## src/rtl/pc_ras_unit.sv

```systemverilog
// Fetch-stage program counter with prioritised redirects (trap > jump > return > sequential),
// optional compressed stepping, misaligned-jump detection and a circular return-address stack.
module pc_ras_unit #(
    parameter int unsigned     XLEN             = 32,
    parameter logic [XLEN-1:0] RESET_VECTOR     = '0,
    parameter int unsigned     RAS_DEPTH        = 4,
    parameter bit              ALLOW_COMPRESSED = 1'b0
) (
    input  logic                       clk,
    input  logic                       rst,
    input  logic                       stall,
    input  logic                       trap_valid,
    input  logic [XLEN-1:0]            trap_target,
    input  logic                       jump_enable,
    input  logic [XLEN-1:0]            jump_address,
    input  logic                       ret_enable,
    input  logic                       call_enable,
    input  logic                       inst_compressed,
    output logic [XLEN-1:0]            pc_address_out,
    output logic                       ras_empty,
    output logic [$clog2(RAS_DEPTH):0] ras_count,
    output logic                       misaligned,
    output logic [XLEN-1:0]            misaligned_addr
);

    localparam int unsigned PtrW = $clog2(RAS_DEPTH);
    localparam int unsigned CntW = PtrW + 1;

    localparam logic [XLEN-1:0] AlignMask = ALLOW_COMPRESSED ? XLEN'(1) : XLEN'(3);
    localparam logic [CntW-1:0] CntFull   = CntW'(RAS_DEPTH);

    logic [XLEN-1:0] pc_q, pc_d;
    logic [XLEN-1:0] ras_q [RAS_DEPTH];
    logic [XLEN-1:0] ras_d [RAS_DEPTH];
    logic [PtrW-1:0] top_q, top_d;
    logic [CntW-1:0] count_q, count_d;
    logic            mis_q, mis_d;
    logic [XLEN-1:0] mis_addr_q, mis_addr_d;

    logic [XLEN-1:0] inc;
    logic [XLEN-1:0] seq;
    logic [PtrW-1:0] top_inc;
    logic [PtrW-1:0] top_dec;
    logic            empty;
    logic            full;
    logic            jump_misaligned;
    logic            do_pop;

    assign inc     = (ALLOW_COMPRESSED && inst_compressed) ? XLEN'(2) : XLEN'(4);
    assign seq     = pc_q + inc;
    assign top_inc = top_q + PtrW'(1);
    assign top_dec = top_q - PtrW'(1);
    assign empty   = (count_q == '0);
    assign full    = (count_q == CntFull);

    assign jump_misaligned = jump_enable && ((jump_address & AlignMask) != '0);
    // A jump outranks a return, so the RAS is only popped when no jump is requested.
    assign do_pop          = ret_enable && !jump_enable && !empty;

    always_comb begin
        pc_d       = pc_q;
        top_d      = top_q;
        count_d    = count_q;
        ras_d      = ras_q;
        mis_d      = 1'b0;
        mis_addr_d = mis_addr_q;

        if (trap_valid) begin
            pc_d    = trap_target & ~AlignMask;
            top_d   = '0;
            count_d = '0;
        end else if (!stall) begin
            if (jump_misaligned) begin
                mis_d      = 1'b1;
                mis_addr_d = jump_address;
            end else begin
                if (jump_enable) begin
                    pc_d = jump_address;
                end else if (do_pop) begin
                    pc_d = ras_q[top_q];
                end else begin
                    pc_d = seq;
                end

                if (call_enable && do_pop) begin
                    // Return consumes the top while the call refills it: depth unchanged.
                    ras_d[top_q] = seq;
                end else if (call_enable) begin
                    // When full, top_inc lands on the oldest entry and overwrites it.
                    top_d          = top_inc;
                    ras_d[top_inc] = seq;
                    if (!full) begin
                        count_d = count_q + CntW'(1);
                    end
                end else if (do_pop) begin
                    top_d   = top_dec;
                    count_d = count_q - CntW'(1);
                end
            end
        end
    end

    always_ff @(posedge clk or negedge rst) begin
        if (!rst) begin
            pc_q       <= RESET_VECTOR;
            top_q      <= '0;
            count_q    <= '0;
            mis_q      <= 1'b0;
            mis_addr_q <= '0;
            for (int i = 0; i < int'(RAS_DEPTH); i++) begin
                ras_q[i] <= '0;
            end
        end else begin
            pc_q       <= pc_d;
            top_q      <= top_d;
            count_q    <= count_d;
            mis_q      <= mis_d;
            mis_addr_q <= mis_addr_d;
            for (int i = 0; i < int'(RAS_DEPTH); i++) begin
                ras_q[i] <= ras_d[i];
            end
        end
    end

    assign pc_address_out  = pc_q;
    assign ras_count       = count_q;
    assign ras_empty       = empty;
    assign misaligned      = mis_q;
    assign misaligned_addr = mis_addr_q;

endmodule

```

## config.mk

```make
export PLATFORM = sky130hd
export DESIGN_NAME = pc_ras_unit
export DESIGN_NICKNAME = d
export VERILOG_FILES = /design/src/rtl/pc_ras_unit.sv
export SDC_FILE = /design/constraint.sdc
export NUM_CORES = 1
export LEC_CHECK = 0
export ABC_AREA = 1
export CAP_MARGIN = 40
export CORE_MARGIN = 5
export CORE_UTILIZATION = 56
export CTS_BUF_LIST = sky130_fd_sc_hd__clkbuf_4
export CTS_CLUSTER_DIAMETER = 150
export DETAILED_ROUTE_END_ITERATION = 10
export PLACE_DENSITY = 0.91
export SLEW_MARGIN = 25
export SYNTH_ARGS = -nofsm -noshare
export SYNTH_HDL_FRONTEND = slang
export SYNTH_SLANG_ARGS = --single-unit
```

## constraint.sdc

```tcl
create_clock -name clk -period 4.3 [get_ports clk]
set_input_delay 1.075 -clock clk [delete_from_list [all_inputs] [get_ports clk]]
set_output_delay 1.075 -clock clk [all_outputs]
set_load 0.05 [all_outputs]
```

==> flow_summary.toml <==
[floorplan]
start_util_pct = 56.4
core_um2 = 18600
die_width_um = 147
io_pins = 141
die_h_um = 147
std_cell_rows = 50
dieArea_um2 = 21500

[placed_design]
io_buffers = 137
finalWeightedCongestion = 0.978
place_hpwl_mm = 21.4

[power]
power_density_nw_per_um2 = 537
power_leakage_nw = 6.08
irDropWorstVdd_uv = 330

[detailed_routing]
drc = 0
via_count = 10200
wl_met3_mm = 2.25
dr_wl_met2_mm = 15.1
dr.pass1.iters = 6
drt_iter0_markers = 991
highest_layer = "met4"
routedWlPerCell_um = 16.7
wl_met1_mm = 11.7
drt-vias-per-instance = 5.60
wl_mm = 30.4
ant_nets = 0

[setup_path]
critical_path_class = "reg2out"
cp_cell_sequence = "nor2_1 > nand2_1 > inv_1 > clkdlybuf4s50_1"
worstSetupStartpointType = "flip-flop"
crit_family = "buffers and inverters"
critPathRequiredTime_ps = 3220
cp_data_arrival_time_ps = 2180
path_max_fanout = 4
critPathBufInv = 2
critPathMaxStageDelay_ps = 800
end_kind = "output port"
slowest_stage = "clkdlybuf4s50_1"

[clock_network]
postCtsSetupRepairBufs = 0
insertion_delay_ps = 600
cts_buffers = 17
cts_tree = "done"
cts_max_level = 4
clk_pin_slew_worst_paths_ps = 170
cts_buffer_depth = 2
clock-sinks = 198
cts-resized-gates = 0
root_buffer = "clkbuf_4"
postCtsHoldBufs = 0

[sta]
hold_violations = 0
skew_ps = 31.2
tightest_slew_ps = 841
min_period_ps = 3260
max_freq_mhz = 307
timing.final.crit_share_pct = 75.8
grt_setup_unrepaired = "no"
max-slew-margin-rel_pct = 43.4
whs_ps = 477
slew_violations = 0
setup_viol = 0
fin_setup_tns_ps = 0

[layout]
final_cell_mix = "nand2_1, dfrtp_1, o21ai_0"
syn_to_final_growth_pct = 18.2
nets = 1655
n_antenna_cell = 0
final_common_cell = "nand2_1"
drive_above_1_share_pct = 5.29
fillers = 1494

[outcome]
status = "completed"

[yosys]
ys_seq_area_share_pct = 47.3
yosysWarningCount = 0
ys_seq_elements = 198
synthDistinctLibCells = 30
synth_nets = 1552
postSynthCellCount = 1473
syn_area_um2 = 10500
avgSynthCellArea_um2 = 7.11

[worst_hold_path]
worstHoldPathType = "in2async"

[job]
cap_violations = 0

[global_route]
antenna_found_initial = 0
grt_pass1_vias = 9733
grt.total_usage_pct = 27.8
overflow = 0
grt_max_degree = 87
grt_pass1_wl_mm = 48.3
[final timing paths]
kind | cells past startpoint | from | end | slack (ps)
max in group asynchronous | 2 | rst | ras_q[16] | 2820
setup / recovery | 4 | ras_count[1] | ras_empty | 1040
hold reg to reg | 2 | misaligned_addr[31] | misaligned_addr[31] | 490
hold / removal | 1 | rst | ras_count[2] | 480
min in group clk | 2 | misaligned_addr[31] | misaligned_addr[31] | 490
setup reg to reg | 10 | pc_address_out[2] | pc_address_out[8] | 1380
[logic make-up after synthesis]
group / synth area share (%)
and+or+nand+nor: 30.5
xor gates and xnor gates: 0.502
adders and majority gates: 0.908
AOI/OAI and AO/OA: 12.6
DFF: 47.3
buffers and inverters: 8.16
[per-layer routing]
metal | vias to the layer above | global-route usage, %
met4 | 0 | 12.2
li1 | 4826 | -
met2 | 481 | 47.2
met5 | - | 0
met3 | 97 | 5.31
met1 | 4802 | 34.6
[worst register-to-register path: stages, from the launching register on]
cell	delay [ps]
dfrtp_1	520
ha_1	270
nand2_1	90
nor2_1	510
nand2_1	210
o21ai_0	720
nor2_1	110
nor2_1	190
nand2_1	100
nand2_1	80
nand2_1	50
[metrics by stage]
stage | util [%] | setup slack, ps | instances | cell area, um2 | power (mW)
6_report | 66.6 | 1040 | 1823 | 12400 | 6.65
5_1_grt | 66.6 | 918 | 1823 | 12400 | 7.10
4_1_cts | 66.4 | 1010 | 1821 | 12300 | 6.63
3_5_place_dp | 64.6 | 845 | 1789 | 12000 | 5.52
3_3_place_gp | 64.5 | 943 | 1788 | 12000 | 5.37
2_1_floorplan | - | 1880 | 1473 | 10500 | 4.65
[registers in the layout (all words and copies together), names as in the netlist]
register / cells
ras_q: 128
misaligned_addr: 32
ras_count: 3
misaligned: 1
top_q: 2
pc_address_out: 32
[power by group]
part | switching [mW] | total (mW) | internal (mW)
registers | 0.364 | 2.89 | 2.53
clock network | 0.706 | 1.14 | 0.430
logic | 1.73 | 2.63 | 0.897
[synth_stat cells]
cell,n,area [um2]
xor2_1,2,17.5
and2_2,1,7.51
o21a_1,6,45.0
nand3b_1,2,15.0
buf_1,2,7.51
nand2_2,1,6.26
o21ai_0,165,826
clkinv_1,2,7.51
dfrtp_1,198,4950
a31oi_1,2,12.5
nand3_1,86,430
o21ai_1,1,5.00
a21oi_1,70,350
nand3_2,1,10.0
xnor2_1,4,35.0
nor2_4,2,22.5
o22ai_1,2,12.5
and2_1,9,56.3
inv_1,143,537
nand4_1,3,18.8
nor3_4,1,16.3
nor2_1,93,349
clkbuf_1,46,173
nand2_1,567,2130
fa_1,1,20.0
buf_2,26,130
o211ai_1,9,67.6
or2_2,21,131
or2_1,1,6.26
ha_1,6,75.1
[layout make-up]
type	instances	area [um2]	share of cell area, %
tap	234	293	2.36
sequential	198	4960	40.0
clock buffer	17	128	1.03
inverter	145	544	4.40
timing repair buffer	158	1580	12.8
clock inverter	15	209	1.69
multi-input combinational	1056	4670	37.7
No activity file was read; power rests on OpenSTA's default activity.
